<file path="config.mk">
export PLATFORM = sky130hd
export DESIGN_NAME = muldiv_sequencer
export DESIGN_NICKNAME = d
export VERILOG_FILES = /design/src/rtl/muldiv_pkg.sv /design/src/rtl/muldiv_watchdog.sv /design/src/rtl/muldiv_sequencer.sv
export SDC_FILE = /design/constraint.sdc
export NUM_CORES = 1
export LEC_CHECK = 0
export ABC_AREA = 1
export BUFFER_PORTS_ARGS = -buffer_cell sky130_fd_sc_hd__buf_2
export CORE_ASPECT_RATIO = 1.25
export CORE_MARGIN = 2
export CORE_UTILIZATION = 39
export CTS_BUF_LIST = sky130_fd_sc_hd__clkbuf_4 sky130_fd_sc_hd__clkbuf_8 sky130_fd_sc_hd__clkbuf_16
export CTS_CLUSTER_SIZE = 30
export DETAILED_ROUTE_END_ITERATION = 8
export GPL_TIMING_DRIVEN = 0
export PLACE_DENSITY = 0.66
export SLEW_MARGIN = 20
export SYNTH_ARGS = -nofsm -noshare
export SYNTH_HDL_FRONTEND = slang
export SYNTH_SLANG_ARGS = --single-unit
</file>
<file path="constraint.sdc">
create_clock -name clk -period 1.4 [get_ports clk]
set_input_delay 0.07 -clock clk [delete_from_list [all_inputs] [get_ports clk]]
set_output_delay 0.07 -clock clk [all_outputs]
set_load 0.01 [all_outputs]
</file>
<file path="src/rtl/muldiv_pkg.sv">
// Shared constants for the multiply/divide sequencer: state encoding, op codes, watchdog default.
package muldiv_pkg;

  localparam logic [2:0] IDLE  = 3'd0;
  localparam logic [2:0] START = 3'd1;
  localparam logic [2:0] WAIT  = 3'd2;
  localparam logic [2:0] WRITE = 3'd3;
  localparam logic [2:0] DONE  = 3'd4;
  localparam logic [2:0] ERROR = 3'd5;

  localparam logic OP_MULT = 1'b0;
  localparam logic OP_DIV  = 1'b1;

  localparam int MAX_CYCLES_DEF = 40;

endpackage

</file>
<file path="src/rtl/muldiv_watchdog.sv">
// Saturating WAIT-cycle counter with terminal-count flag; used only when MULDIV_TIMEOUT_EN is defined.
module muldiv_watchdog
  import muldiv_pkg::*;
#(
  parameter int MAX_CYCLES = MAX_CYCLES_DEF,
  parameter int CNT_W      = $clog2(MAX_CYCLES + 1)
) (
  input  logic             clk,
  input  logic             reset_in,
  input  logic             clear,
  input  logic             enable,
  output logic [CNT_W-1:0] count,
  output logic             tc
);

  always_ff @(posedge clk) begin
    if (reset_in || clear) begin
      count <= '0;
    end else if (enable && !(&count)) begin
      count <= count + CNT_W'(1);
    end
  end

  // Flag is raised during the last permitted WAIT cycle so a stop in that cycle still wins.
  assign tc = (count == CNT_W'(MAX_CYCLES - 1));

endmodule

</file>
<file path="src/rtl/muldiv_sequencer.sv">
// Moore FSM sequencing the shared multiplier/divider and HI/LO loads.
// Optional watchdog enabled by defining MULDIV_TIMEOUT_EN.
//
// state | meaning
// IDLE  | ready for a request
// START | one-cycle init strobe to the selected unit
// WAIT  | counting cycles until the selected unit stops
// WRITE | load HI/LO from the selected unit
// DONE  | completion pulse
// ERROR | divide-by-zero or watchdog pulse, no HI/LO load
module muldiv_sequencer
  import muldiv_pkg::*;
#(
  parameter int MAX_CYCLES = MAX_CYCLES_DEF,
  parameter int CNT_W      = $clog2(MAX_CYCLES + 1)
) (
  input  logic             clk,
  input  logic             reset_in,
  input  logic             req_valid,
  input  logic             req_op,
  output logic             req_ready,
  input  logic             mult_stop,
  input  logic             div_stop,
  input  logic             div_zero,
  output logic             mult_init,
  output logic             div_init,
  output logic             mux_high,
  output logic             mux_low,
  output logic             high_load,
  output logic             low_load,
  output logic             busy,
  output logic             done,
  output logic             div_zero_exc,
  output logic             timeout_exc,
  output logic [CNT_W-1:0] cycle_count
);

  logic [2:0]       state;
  logic [2:0]       state_nxt;
  logic             op_q;
  logic [CNT_W-1:0] cnt;
  logic [CNT_W-1:0] cnt_inc;
  logic             tc;
  logic             sel_stop;
  logic             div_by_zero;

  assign sel_stop    = (op_q == OP_DIV) ? div_stop : mult_stop;
  assign div_by_zero = (op_q == OP_DIV) && div_zero;
  assign cnt_inc     = (&cnt) ? cnt : cnt + CNT_W'(1);

`ifdef MULDIV_TIMEOUT_EN
  logic err_to;

  muldiv_watchdog #(
    .MAX_CYCLES (MAX_CYCLES),
    .CNT_W      (CNT_W)
  ) u_watchdog (
    .clk      (clk),
    .reset_in (reset_in),
    .clear    (state == START),
    .enable   (state == WAIT),
    .count    (cnt),
    .tc       (tc)
  );

  // Remember why ERROR was entered so the right exception pulses.
  always_ff @(posedge clk) begin
    if (reset_in) begin
      err_to <= 1'b0;
    end else if (state_nxt == ERROR && state != ERROR) begin
      err_to <= (state == WAIT) && !div_by_zero;
    end
  end

  assign div_zero_exc = (state == ERROR) && !err_to;
  assign timeout_exc  = (state == ERROR) && err_to;
`else
  assign tc = 1'b0;

  always_ff @(posedge clk) begin
    if (reset_in || state == START) begin
      cnt <= '0;
    end else if (state == WAIT) begin
      cnt <= cnt_inc;
    end
  end

  assign div_zero_exc = (state == ERROR);
  assign timeout_exc  = 1'b0;
`endif

  always_comb begin
    state_nxt = state;
    case (state)
      IDLE:  if (req_valid) state_nxt = (req_op == OP_DIV && div_zero) ? ERROR : START;
      START: state_nxt = WAIT;
      WAIT: begin
        if (div_by_zero)   state_nxt = ERROR;
        else if (sel_stop) state_nxt = WRITE;
        else if (tc)       state_nxt = ERROR;
      end
      WRITE: state_nxt = DONE;
      DONE:  state_nxt = IDLE;
      ERROR: state_nxt = IDLE;
      default: state_nxt = IDLE;
    endcase
  end

  always_ff @(posedge clk) begin
    if (reset_in) begin
      state       <= IDLE;
      op_q        <= OP_MULT;
      cycle_count <= '0;
    end else begin
      state <= state_nxt;
      if (state == IDLE && req_valid) op_q <= req_op;
      if (state == WAIT && state_nxt == WRITE) cycle_count <= cnt_inc;
    end
  end

  assign req_ready = (state == IDLE);
  assign busy      = (state != IDLE);
  assign mult_init = (state == START) && (op_q == OP_MULT);
  assign div_init  = (state == START) && (op_q == OP_DIV);
  assign high_load = (state == WRITE);
  assign low_load  = (state == WRITE);
  assign mux_high  = (state == WRITE) && op_q;
  assign mux_low   = (state == WRITE) && op_q;
  assign done      = (state == DONE);

endmodule
</file>
* Word-level counts from Yosys, hierarchy flattened
Index checks and enable logic that the tools add are counted.
** Cells by class
- Div/mod/pow operators :: 0
- Mux-type cells :: 7
- $lt $le $gt $ge :: 0
- Shifts and indexed selects :: 0
- Add/subtract/negate cells :: 1
- Multiply operators :: 0
- Reduce and logical (&&, ||, !) cells :: 11
- Bitwise operators :: 1
- Equality and inequality tests :: 6
** Operators with widths (count)
- $mux W3 :: 4
- $pmux W3 S4 :: 1
- $eq A3 B2 Y1 const B :: 3
- $logic_and A1 B1 Y1 :: 7
- $add A6 B1 Y6 const B :: 1
- $eq A3 B3 Y1 const B :: 2
- $mux W6 :: 1
- $reduce_and A6 Y1 :: 1
- $eq A3 B1 Y1 const B :: 1
- $logic_not A3 Y1 :: 1
- $reduce_bool A3 Y1 :: 1
- $logic_or A1 B1 Y1 :: 1
- $mux W1 :: 1
- $not A1 Y1 :: 1
** Storage, ports and cells
- Bits in registers :: 16
- Memory bits (writable) :: 0
- Word-level logic and storage cells :: 30
- Output and inout bits :: 17
- Memories kept :: 0
- Bits of input ports :: 7
- Latch bits :: 0
- Bits in read-only memories :: 0

* Depth between registers and ports, before layout
- Word-level depth :: 6
- Mapped depth :: 9
- Depth with buffers taken out :: 9

* Worst setup path before layout
OpenSTA, ideal clock, no wires.
- Path type :: reg-to-output
- From :: register state[0]
- To :: output mux_low
- Stages on the path, launching flop included :: 4
- Data required time :: 1.330 ns
- Setup slack :: 0.127 ns
- Buffers on the path :: 1
- Arrival :: 1.203 ns
- Cell sequence :: dfxtp_1 inv_2 nor4_1 buf_4
** On the way
- Longest elaborated chain between the ends :: 2
** Ends and longest elaborated chain
- from (decl) :: line muldiv_sequencer.sv:38 : logic [2:0] state;
- from (signal assigned) :: line muldiv_sequencer.sv:115 : state <= state_nxt;
- $eq A3 B2 Y1
- $logic_and A1 B1 Y1
- to (decl) :: line muldiv_sequencer.sv:28 : output logic mux_low,
No other way between the ends.

* Worst setup path after layout
- From :: register state[1]
- To :: output mux_low
** On the way
- Longest elaborated chain between the ends :: 2
** Ends and longest elaborated chain
- $eq A3 B2 Y1 :: line muldiv_sequencer.sv:128 : assign mux_low = (state == WRITE) && op_q;
- $logic_and A1 B1 Y1 :: line muldiv_sequencer.sv:128
No other way between the ends.

==> metrics.csv <==
stage,metric,value,unit
timing,skew,1.03,ps
logic_synthesis,syn_area,935,sq um
cts,cts-root-buf,clkbuf_4,
drt,wl_per_cell,9.56,um
timing,setup_viol,0,
drt,drtIter0Drc,27,
floorplan,start_util,0.418,
drt,drt-vias-per-instance,4.49,
drt,finalWirelength,1960,um
cts,insertion_delay,300,ps
outcome,outcome,"complete, no violations",
global_route,grt_first_pass_wirelength,3430,um
logic_synthesis,syn_avg_cell_area,6.36,sq um
logic_synthesis,synth_cell_types,23,
pwr,p_leak,0.627,nW
floorplan,num_rows,19,
cts,cts.htree.levels,1,
setup_path,cp_max_fo,5,
final_layout,areaGrowthSynthToFinish,26.6,%
final_layout,antennaDiodeCount,0,
setup_path,crit_slowest_cell,dfxtp_4,
logic_synthesis,async_flop_share,0,
logic_synthesis,synthFlopType,dfxtp_1,
floorplan,io_pins,24,
global_route,track_usage,0.169,
setup_path,worst_ep_arrival_time,1270,ps
job,max_cap_viol_count,0,
placement,placement.io_buffers,22,
global_route,grt_pass1_vias,860,
floorplan,dieArea,2810,sq um
pwr,p_per_area,920,nW/um^2
setup_path,path_common_cell,buf_4,
logic_synthesis,synth_top_cell_area_share,0.343,
drt,drc,0,
timing,rsz0062_at_grt,false,
logic_synthesis,synth_seq_cells,16,
final_layout,drive_gt1_frac,0.305,
logic_synthesis,syn_inst,147,
cts,clkTransAtPathRegs,100,ps
pwr,ir_drop,0.632,mV
setup_path,crit_type,reg -> out,
logic_synthesis,synth_warnings,0,
final_layout,register_area,330,sq um
final_layout,nNetsFinal,183,
global_route,overflow,0,
global_route,grt_max_degree,11,
drt,drtAntennaViolNets,0,
cts,numCtsBuffers,3,
logic_synthesis,synth_fp_nets,155,
drt,vias,920,
final_layout,multiInputGateArea,502,sq um
logic_synthesis,synth_common_cells,"nand2_1 (32), inv_1 (25), nor2_1 (23)",
placement,hpwl,1520,um
timing,period_share,0.958,
floorplan,die_w,47.8,um
timing,hold_viol_final,0,
pwr,power.total,1.09,mW
setup_path,critical_path.endpoint_type,primary output,
logic_synthesis,yosysMostFrequentCell,nand2_1,
setup_path,cp-start-kind,register,
global_route,grt_antenna_before_repair,0,
cts,cts.sinks,16,
timing,fin_crit,1340,ps
placement,routabilityCongestion,0.930,
timing,fmax,0.746,GHz
logic_synthesis,synth_area_leaders,"dfxtp_1 (34%), nand2_1 (13%), inv_1 (10%), nor2_1 (9.2%), a21oi_1 (5.4%)",
final_layout,fill_cells,244,
timing,drv_slew,0,
setup_path,worstPathCellList,inv_6 > nor4_4 > buf_4 > buf_4,
cts,cts_tree,done,
min_path,hold_class,in -> reg,
setup_path,slowest_delay,420,ps
timing,tns,0,ps
logic_synthesis,synth-edff-count,0,
floorplan,die_y,58.7,um
cts,clockBufferDepth,2,
logic_synthesis,synth_seq_area_share,0.343,
floorplan,coreArea,2230,sq um
drt,first_pass_iters,4,
logic_synthesis,synth_top_cell_by_area,dfxtp_1,
setup_path,critical_path_required,1330,ps
-- final timing paths --
| kind | from | to | slack, ps | cells after the start |
|---|---|---|---|---|
| max reg2reg | cnt[0] | cycle_count[1] | 130 | 9 |
| max | state[1] | mux_low | 60 | 4 |
| min reg2reg | cycle_count[4] | cycle_count[4] | 520 | 4 |
| min | req_op | op_q | 9 | 3 |
-- power by group --
part | total [mW] | switching (mW) | internal, mW
clock network | 0.322 | 0.163 | 0.159
registers | 0.524 | 0.0373 | 0.486
logic | 0.244 | 0.152 | 0.0923
-- area by class of cell --
type                            count  area share
Sequential cell                    16       0.279
Clock buffer                        4      0.0307
Timing Repair Buffer               23       0.104
Multi-Input combinational cell     97       0.424
Buffer                              4      0.0285
Inverter                           30       0.101
Tap cell                           31      0.0328
-- routing by layer --
layer | part of all wire | GRT usage | up-vias
met3 | 0.044 | 0.0184 | 7
met2 | 0.49 | 0.272 | 22
met5 | 0 | 0 | -
met4 | 0.033 | 0.112 | 0
li1 | - | - | 497
met1 | 0.43 | 0.202 | 394
-- metrics by stage --
step | hold WS, ps | utilization | instance area (sq um) | cells | worst slack [ps]
floorplan | 139 | - | 935 | 147 | 127
global placement | 293 | 0.485 | 1080 | 200 | 100
detailed placement | 295 | 0.485 | 1080 | 200 | 96.9
CTS | 5.58 | 0.511 | 1140 | 205 | 4.49
global route | 32.8 | 0.530 | 1180 | 205 | 3.71
finish | 9.32 | 0.530 | 1180 | 205 | 59.1
-- worst max-delay path, delay by kind of cell, from the launching register on --
family	cells	cell delay (ps)
buffers and inverters	3	290
flip-flops	1	420
AND/OR/NAND/NOR	1	260
-- kinds of logic after synthesis --
family,count (synthesis),synth area share
AO/OA/AOI/OAI,18,0.0991
other,1,0.00401
buffers and inverters,34,0.159
flip-flops,16,0.343
AND/OR/NAND/NOR,75,0.363
adder cells (fa/ha/maj),1,0.0134
XOR/XNOR,2,0.0187
-- state kept, by name (all words and copies together), names as in the netlist --
| register | flops |
|---|---|
| cycle_count | 6 |
| op_q | 1 |
| cnt | 6 |
| state | 3 |
-- timing repair --
item                       4_1_cts  5_1_grt
hold endpoints to repair         4        0
hold buffers                     1        0
pin swaps                        0        2
setup buffers                    0        0
setup endpoints to repair        3        8
gates resized for setup          5       12
-- cell usage in the layout, fill, tap and decap left out --
cell type	instances
nor2_4	2
a21oi_1	9
inv_4	1
dlygate4sd3_1	1
inv_6	1
a21oi_2	1
dfxtp_2	2
nor2_2	1
nand3b_1	1
buf_4	4
inv_1	25
o21ai_1	1
a211oi_1	1
dfxtp_4	2
nand2_2	5
ha_1	1
nor3_1	4
clkbuf_4	3
clkbuf_8	1
o21ai_0	6
nand3_2	2
xor2_2	1
nor4_4	1
nand2_1	31
nor2_1	22
buf_2	21
nand2_4	1
nand3_1	5
xor2_1	1
dfxtp_1	12
buf_6	1
inv_2	3
conb_1	1
Power figures use the tool's default switching activity.
